## src/rtl/mem_access_sequencer_if.sv

```systemverilog
// Requester and memory-side signals of the shared instruction/data memory port.
// slave = sequencer side, master = requesters plus memory model.
interface mem_access_sequencer_if;
  logic        if_req;
  logic [31:0] if_addr;
  logic        if_ack;
  logic [31:0] if_rdata;
  logic        d_req;
  logic        d_we;
  logic [31:0] d_addr;
  logic [31:0] d_wdata;
  logic        d_ack;
  logic [31:0] d_rdata;
  logic [31:0] mem_addr;
  logic        mem_wr;
  logic [31:0] mem_wdata;
  logic [31:0] mem_rdata;

  modport slave (
    input  if_req, if_addr, d_req, d_we, d_addr, d_wdata, mem_rdata,
    output if_ack, if_rdata, d_ack, d_rdata, mem_addr, mem_wr, mem_wdata
  );

  modport master (
    output if_req, if_addr, d_req, d_we, d_addr, d_wdata, mem_rdata,
    input  if_ack, if_rdata, d_ack, d_rdata, mem_addr, mem_wr, mem_wdata
  );
endinterface

```

## src/rtl/mem_access_sequencer.sv

```systemverilog
// Arbiter/sequencer for the shared memory port: IDLE -> ACCESS (LAT cycles) -> RESP (ack).
// Define MEMSEQ_RR_EN for round-robin arbitration; default is fixed data-over-fetch priority.
module mem_access_sequencer #(
  parameter int unsigned READ_LAT  = 2,
  parameter int unsigned WRITE_LAT = 1
) (
  input  logic                         clock,
  input  logic                         reset,
  mem_access_sequencer_if.slave        bus,
  output logic                         busy,
  output logic [1:0]                   state_out
);

  typedef enum logic [1:0] {
    StIdle   = 2'd0,
    StAccess = 2'd1,
    StResp   = 2'd2
  } state_e;

  localparam logic [3:0] ReadCnt  = 4'(READ_LAT - 1);
  localparam logic [3:0] WriteCnt = 4'(WRITE_LAT - 1);

  state_e      state_q;
  logic        owner_d_q;
  logic        we_q;
  logic [3:0]  cnt_q;
  logic [31:0] addr_q;
  logic [31:0] wdata_q;
  logic [31:0] if_rdata_q;
  logic [31:0] d_rdata_q;
  logic        if_ack_q;
  logic        d_ack_q;
  logic        mem_wr_q;
  logic        grant_d;

`ifdef MEMSEQ_RR_EN
  // Last granted requester; 0 = fetch, so the first conflict goes to data.
  logic last_d_q;

  always_comb begin
    grant_d = bus.d_req;
    if (bus.d_req && bus.if_req) grant_d = ~last_d_q;
  end

  always_ff @(posedge clock or posedge reset) begin
    if (reset) begin
      last_d_q <= 1'b0;
    end else if (state_q == StIdle && (bus.if_req || bus.d_req)) begin
      last_d_q <= grant_d;
    end
  end
`else
  always_comb begin
    grant_d = bus.d_req;
  end
`endif

  always_ff @(posedge clock or posedge reset) begin
    if (reset) begin
      state_q    <= StIdle;
      owner_d_q  <= 1'b0;
      we_q       <= 1'b0;
      cnt_q      <= 4'd0;
      addr_q     <= 32'd0;
      wdata_q    <= 32'd0;
      if_rdata_q <= 32'd0;
      d_rdata_q  <= 32'd0;
      if_ack_q   <= 1'b0;
      d_ack_q    <= 1'b0;
      mem_wr_q   <= 1'b0;
    end else begin
      if_ack_q <= 1'b0;
      d_ack_q  <= 1'b0;
      case (state_q)
        StIdle: begin
          if (bus.if_req || bus.d_req) begin
            owner_d_q <= grant_d;
            we_q      <= grant_d & bus.d_we;
            addr_q    <= grant_d ? bus.d_addr : bus.if_addr;
            if (grant_d) wdata_q <= bus.d_wdata;
            cnt_q     <= (grant_d && bus.d_we) ? WriteCnt : ReadCnt;
            mem_wr_q  <= grant_d & bus.d_we;
            state_q   <= StAccess;
          end
        end
        StAccess: begin
          if (cnt_q == 4'd0) begin
            mem_wr_q <= 1'b0;
            if (!we_q) begin
              if (owner_d_q) d_rdata_q  <= bus.mem_rdata;
              else           if_rdata_q <= bus.mem_rdata;
            end
            if_ack_q <= ~owner_d_q;
            d_ack_q  <= owner_d_q;
            state_q  <= StResp;
          end else begin
            cnt_q <= cnt_q - 4'd1;
          end
        end
        StResp: begin
          state_q <= StIdle;
        end
        default: begin
          mem_wr_q <= 1'b0;
          state_q  <= StIdle;
        end
      endcase
    end
  end

  assign bus.mem_addr  = addr_q;
  assign bus.mem_wdata = wdata_q;
  assign bus.mem_wr    = mem_wr_q;
  assign bus.if_ack    = if_ack_q;
  assign bus.d_ack     = d_ack_q;
  assign bus.if_rdata  = if_rdata_q;
  assign bus.d_rdata   = d_rdata_q;
  assign busy          = (state_q == StAccess) || (state_q == StResp);
  assign state_out     = state_q;

endmodule

```

## src/flat_wrapper.sv

```systemverilog
// flat-port wrapper written by rule: the top's interface ports become plain ports
module mem_access_sequencer_flat 
#(
  parameter int unsigned READ_LAT  = 2,
  parameter int unsigned WRITE_LAT = 1
)
  (clock, reset, busy, state_out, bus_if_req, bus_if_addr, bus_d_req, bus_d_we, bus_d_addr, bus_d_wdata, bus_mem_rdata, bus_if_ack, bus_if_rdata, bus_d_ack, bus_d_rdata, bus_mem_addr, bus_mem_wr, bus_mem_wdata);
  mem_access_sequencer_if bus_i ();
  input  logic clock;
  input  logic reset;
  output logic busy;
  output logic [1:0] state_out;
  input wire logic [$bits(bus_i.if_req)-1:0] bus_if_req;
  input wire logic [$bits(bus_i.if_addr)-1:0] bus_if_addr;
  input wire logic [$bits(bus_i.d_req)-1:0] bus_d_req;
  input wire logic [$bits(bus_i.d_we)-1:0] bus_d_we;
  input wire logic [$bits(bus_i.d_addr)-1:0] bus_d_addr;
  input wire logic [$bits(bus_i.d_wdata)-1:0] bus_d_wdata;
  input wire logic [$bits(bus_i.mem_rdata)-1:0] bus_mem_rdata;
  output wire logic [$bits(bus_i.if_ack)-1:0] bus_if_ack;
  output wire logic [$bits(bus_i.if_rdata)-1:0] bus_if_rdata;
  output wire logic [$bits(bus_i.d_ack)-1:0] bus_d_ack;
  output wire logic [$bits(bus_i.d_rdata)-1:0] bus_d_rdata;
  output wire logic [$bits(bus_i.mem_addr)-1:0] bus_mem_addr;
  output wire logic [$bits(bus_i.mem_wr)-1:0] bus_mem_wr;
  output wire logic [$bits(bus_i.mem_wdata)-1:0] bus_mem_wdata;
  assign bus_i.if_req = bus_if_req;
  assign bus_i.if_addr = bus_if_addr;
  assign bus_i.d_req = bus_d_req;
  assign bus_i.d_we = bus_d_we;
  assign bus_i.d_addr = bus_d_addr;
  assign bus_i.d_wdata = bus_d_wdata;
  assign bus_i.mem_rdata = bus_mem_rdata;
  assign bus_if_ack = bus_i.if_ack;
  assign bus_if_rdata = bus_i.if_rdata;
  assign bus_d_ack = bus_i.d_ack;
  assign bus_d_rdata = bus_i.d_rdata;
  assign bus_mem_addr = bus_i.mem_addr;
  assign bus_mem_wr = bus_i.mem_wr;
  assign bus_mem_wdata = bus_i.mem_wdata;
  mem_access_sequencer #(.READ_LAT(READ_LAT), .WRITE_LAT(WRITE_LAT)) u_core (.clock(clock), .reset(reset), .bus(bus_i), .busy(busy), .state_out(state_out));
endmodule
```

## config.mk

```make
export PLATFORM = sky130hd
export DESIGN_NAME = mem_access_sequencer_flat
export DESIGN_NICKNAME = d
export VERILOG_FILES = /design/src/rtl/mem_access_sequencer_if.sv /design/src/rtl/mem_access_sequencer.sv /design/src/flat_wrapper.sv
export SDC_FILE = /design/constraint.sdc
export NUM_CORES = 1
export LEC_CHECK = 0
export BUFFER_PORTS_ARGS = -buffer_cell sky130_fd_sc_hd__buf_2
export CORE_MARGIN = 3
export CORE_UTILIZATION = 50
export DETAILED_ROUTE_END_ITERATION = 6
export PLACE_DENSITY_LB_ADDON = 0.3
export SYNTH_ARGS = -nofsm -noshare
export SYNTH_HDL_FRONTEND = slang
export SYNTH_SLANG_ARGS = --single-unit
```

## constraint.sdc

```tcl
create_clock -name clock -period 11.29 [get_ports clock]
set_input_delay 1.129 -clock clock [delete_from_list [all_inputs] [get_ports clock]]
set_output_delay 1.129 -clock clock [all_outputs]
set_load 0.03 [all_outputs]
```

==> impl_metrics.json <==
{
  "yosys.area_share.simple_pct": 5.18,
  "post_cts_resized": 0,
  "core_area_mm2": 0.0111,
  "power_density_mw_per_mm2": 341,
  "drv_slew": 0,
  "cts-root-buf": "clkbuf_16",
  "whs_endpoint": "u_core.bus.mem_addr[12]",
  "post_cts_buffers": 0,
  "gr-total-overflow": 0,
  "area_growth_pct": 34.5,
  "synth_top_area_share_pct": 60.0,
  "clock_sinks": 139,
  "fin_skew_ns": 0.0145,
  "synthTopCellsByArea": "dfrtp_1 (60%), mux2_2 (13%), mux2_4 (7.8%)",
  "synth_fa_ha_area_share_pct": 1.30,
  "synthesis.nets": 542,
  "synth-edff-count": 0,
  "start_util_pct": 52.3,
  "ys_ff_latch": 139,
  "reg2reg_depth": 5,
  "dieArea_mm2": 0.0129,
  "crit_type": "flip-flop to primary output",
  "regToRegSetupSlack_ns": 8.84,
  "worst-slew-pin-transition_ns": 0.989,
  "avgRoutedWirePerCell_um": 16.8,
  "synth_top_family_by_area": "multiplexers",
  "combPwrFrac_pct": 46.3,
  "fin_crit_sh_pct": 22.0,
  "r2r_start": "u_core.state_out[1]",
  "tritoncts": "built",
  "cts_buffers": 17,
  "path_clk_slew_ns": 0.06,
  "drt_pass1_iterations": 6,
  "yosysSeqAreaShare_pct": 60.0,
  "synthFlopType": "dfrtp_1",
  "synthMuxAreaShare_pct": 26.7,
  "vdd_drop_max_mv": 0.259,
  "yosys.area.top_type": "dfrtp_1",
  "hold_violations": 0,
  "die_x_um": 114,
  "rsz0062_at_grt": "no",
  "crit_path_start_kind": "flip-flop",
  "internal_power_mw": 1.52,
  "cp_max_fo": 4,
  "fin_total_pwr_mw": 2.66,
  "r2r-end": "u_core.bus.d_rdata[21]",
  "hpwl_um": 10300,
  "final_common_cell": "buf_2",
  "switching_power_mw": 1.14,
  "whs_path_depth": 2,
  "hold_buffers": 0,
  "antenna_found_initial": 1,
  "leakagePower_nw": 4.12,
  "cp.arrival_ns": 1.36,
  "die_h_um": 114,
  "yosys_warnings": 0,
  "worstHoldStart": "u_core.bus.mem_addr[12]",
  "relSlewSlack_pct": 34.0,
  "swShare_pct": 42.9,
  "crit_required_ns": 10.16,
  "synth-async-reset-ratio_pct": 100,
  "fmax_mhz": 402,
  "nNetsFinal": 810,
  "outcome": "complete, no violations",
  "io_pins": 267,
  "hold_path.class": "flip-flop to flip-flop",
  "track_usage_pct": 21.8,
  "clkPwrFrac_pct": 20.5,
  "layout_common_cells": "buf_2 (266), dfrtp_1 (139), mux2_2 (68)",
  "grt_pass1_wl_um": 21900,
  "rows": 38,
  "drc": 0,
  "via_per_inst": 4.99,
  "setup_viol": 0,
  "seqPwrFrac_pct": 33.2,
  "synth_compound_area_share_pct": 4.10,
  "synth_area_mm2": 0.00579,
  "numPortBuffers": 266,
  "clkLatencyLatePin_ns": 0.42,
  "drtIter0Drc": 314,
  "synth_cells": 403,
  "clockBufferDepth": 2,
  "fin_tns_setup_ns": 0,
  "synthDistinctLibCells": 33,
  "layout-drive-gt1-share_pct": 59.4,
  "syn_avg_cell_area_um2": 14.4,
  "vias": 4118,
  "htreeDepth": 4,
  "grt_pass1_vias": 4307,
  "synth_xor_xnor_area_share_pct": 0,
  "ant_nets": 0,
  "end_kind": "primary output",
  "period_needed_ns": 2.49,
  "drt-total-wl_um": 13800,
  "drv_cap": 0,
  "grt_max_degree": 73,
  "gp_congestion": 0.753
}
-- synthesized netlist by cell type (2+ instances only) --
cell      number
a21o_1         2
dfrtp_1      139
o21ai_0       36
mux2_4        30
nand2b_1       2
buf_2         11
mux2_2        68
clkbuf_1       4
inv_1          5
mux2i_1       33
nor2_1         2
buf_6          6
nand2_1       39
ha_1           6
nor3_1         2
-- layout make-up --
cell class / count / area [um^2]
Antenna cell: 1 / 2.50
Clock inverter: 13 / 141
Sequential cell: 139 / 3480
Tap cell: 140 / 175
Clock buffer: 19 / 443
Inverter: 5 / 23.8
Timing Repair Buffer: 270 / 1360
Fill cell: 787 / 3280
Multi-Input combinational cell: 238 / 2170
-- worst max path at each step --
stage,to,depth (start not counted),slack (ns),from
after floorplan,u_core.bus.d_ack,1,6.44,reset
after global placement,u_core.bus.mem_wr,4,8.46,bus_d_req
after detailed placement,u_core.bus.mem_wr,4,8.40,bus_d_req
after CTS,busy,3,8.77,u_core.state_out[1]
after global routing,u_core.bus.d_rdata[21],5,8.68,u_core.state_out[1]
final,busy,3,8.80,u_core.state_out[1]
-- routing by layer --
| metal | vias up | GRT usage (%) | share of wire, % |
|---|---|---|---|
| met4 | 0 | 7.37 | 1.0 |
| met1 | 1979 | 26.6 | 40 |
| met2 | 186 | 36.9 | 51 |
| met5 | - | 0 | 0 |
| met3 | 10 | 6.90 | 8.0 |
| li1 | 1943 | - | - |
-- state kept, by name, summed over array words and instances, names as in the netlist --
register              cells
u_core.we_q               1
u_core.bus.if_ack         1
u_core.bus.if_rdata      32
u_core.bus.d_rdata       32
u_core.owner_d_q          1
u_core.bus.mem_wdata     32
u_core.bus.mem_wr         1
u_core.bus.d_ack          1
u_core.state_out          2
u_core.bus.mem_addr      32
u_core.cnt_q              4
-- worst max-delay path: stages (launching register included) --
cell	delay, ns
dfrtp_1	0.40
inv_1	0.10
ha_1	0.27
buf_2	0.19
-- kinds of logic (layout without fill, tap and decap cells) --
family,count (synthesis),in the layout
fa+ha+maj,6,6
flops,139,139
mux,131,131
compound gates,44,44
buf+inv,26,307
simple gates,57,57
other cells,0,1
-- power groups by stage --
stage          sequential (mW)  combinational (mW)  clock, mW
6_report                 0.881                1.23      0.545
3_5_place_dp             0.885                1.24          0
5_1_grt                  0.916                1.31      0.577
2_1_floorplan             1.34               0.408          0
3_3_place_gp             0.873                1.22          0
4_1_cts                  0.882                1.24      0.555
-- stage by stage --
| stage | util, % | instances | cell area, um^2 | setup WS [ns] | hold WS [ns] |
|---|---|---|---|---|---|
| floorplan | - | 403 | 5790 | 6.44 | 0.530 |
| global placement | 65.1 | 792 | 7210 | 8.46 | 0.461 |
| detailed placement | 65.1 | 792 | 7210 | 8.40 | 0.465 |
| CTS | 70.4 | 824 | 7790 | 8.77 | 0.478 |
| global route | 70.4 | 825 | 7800 | 8.68 | 0.510 |
| finish | 70.4 | 825 | 7800 | 8.80 | 0.474 |
Note: power is estimated with default switching activity, not from simulation.
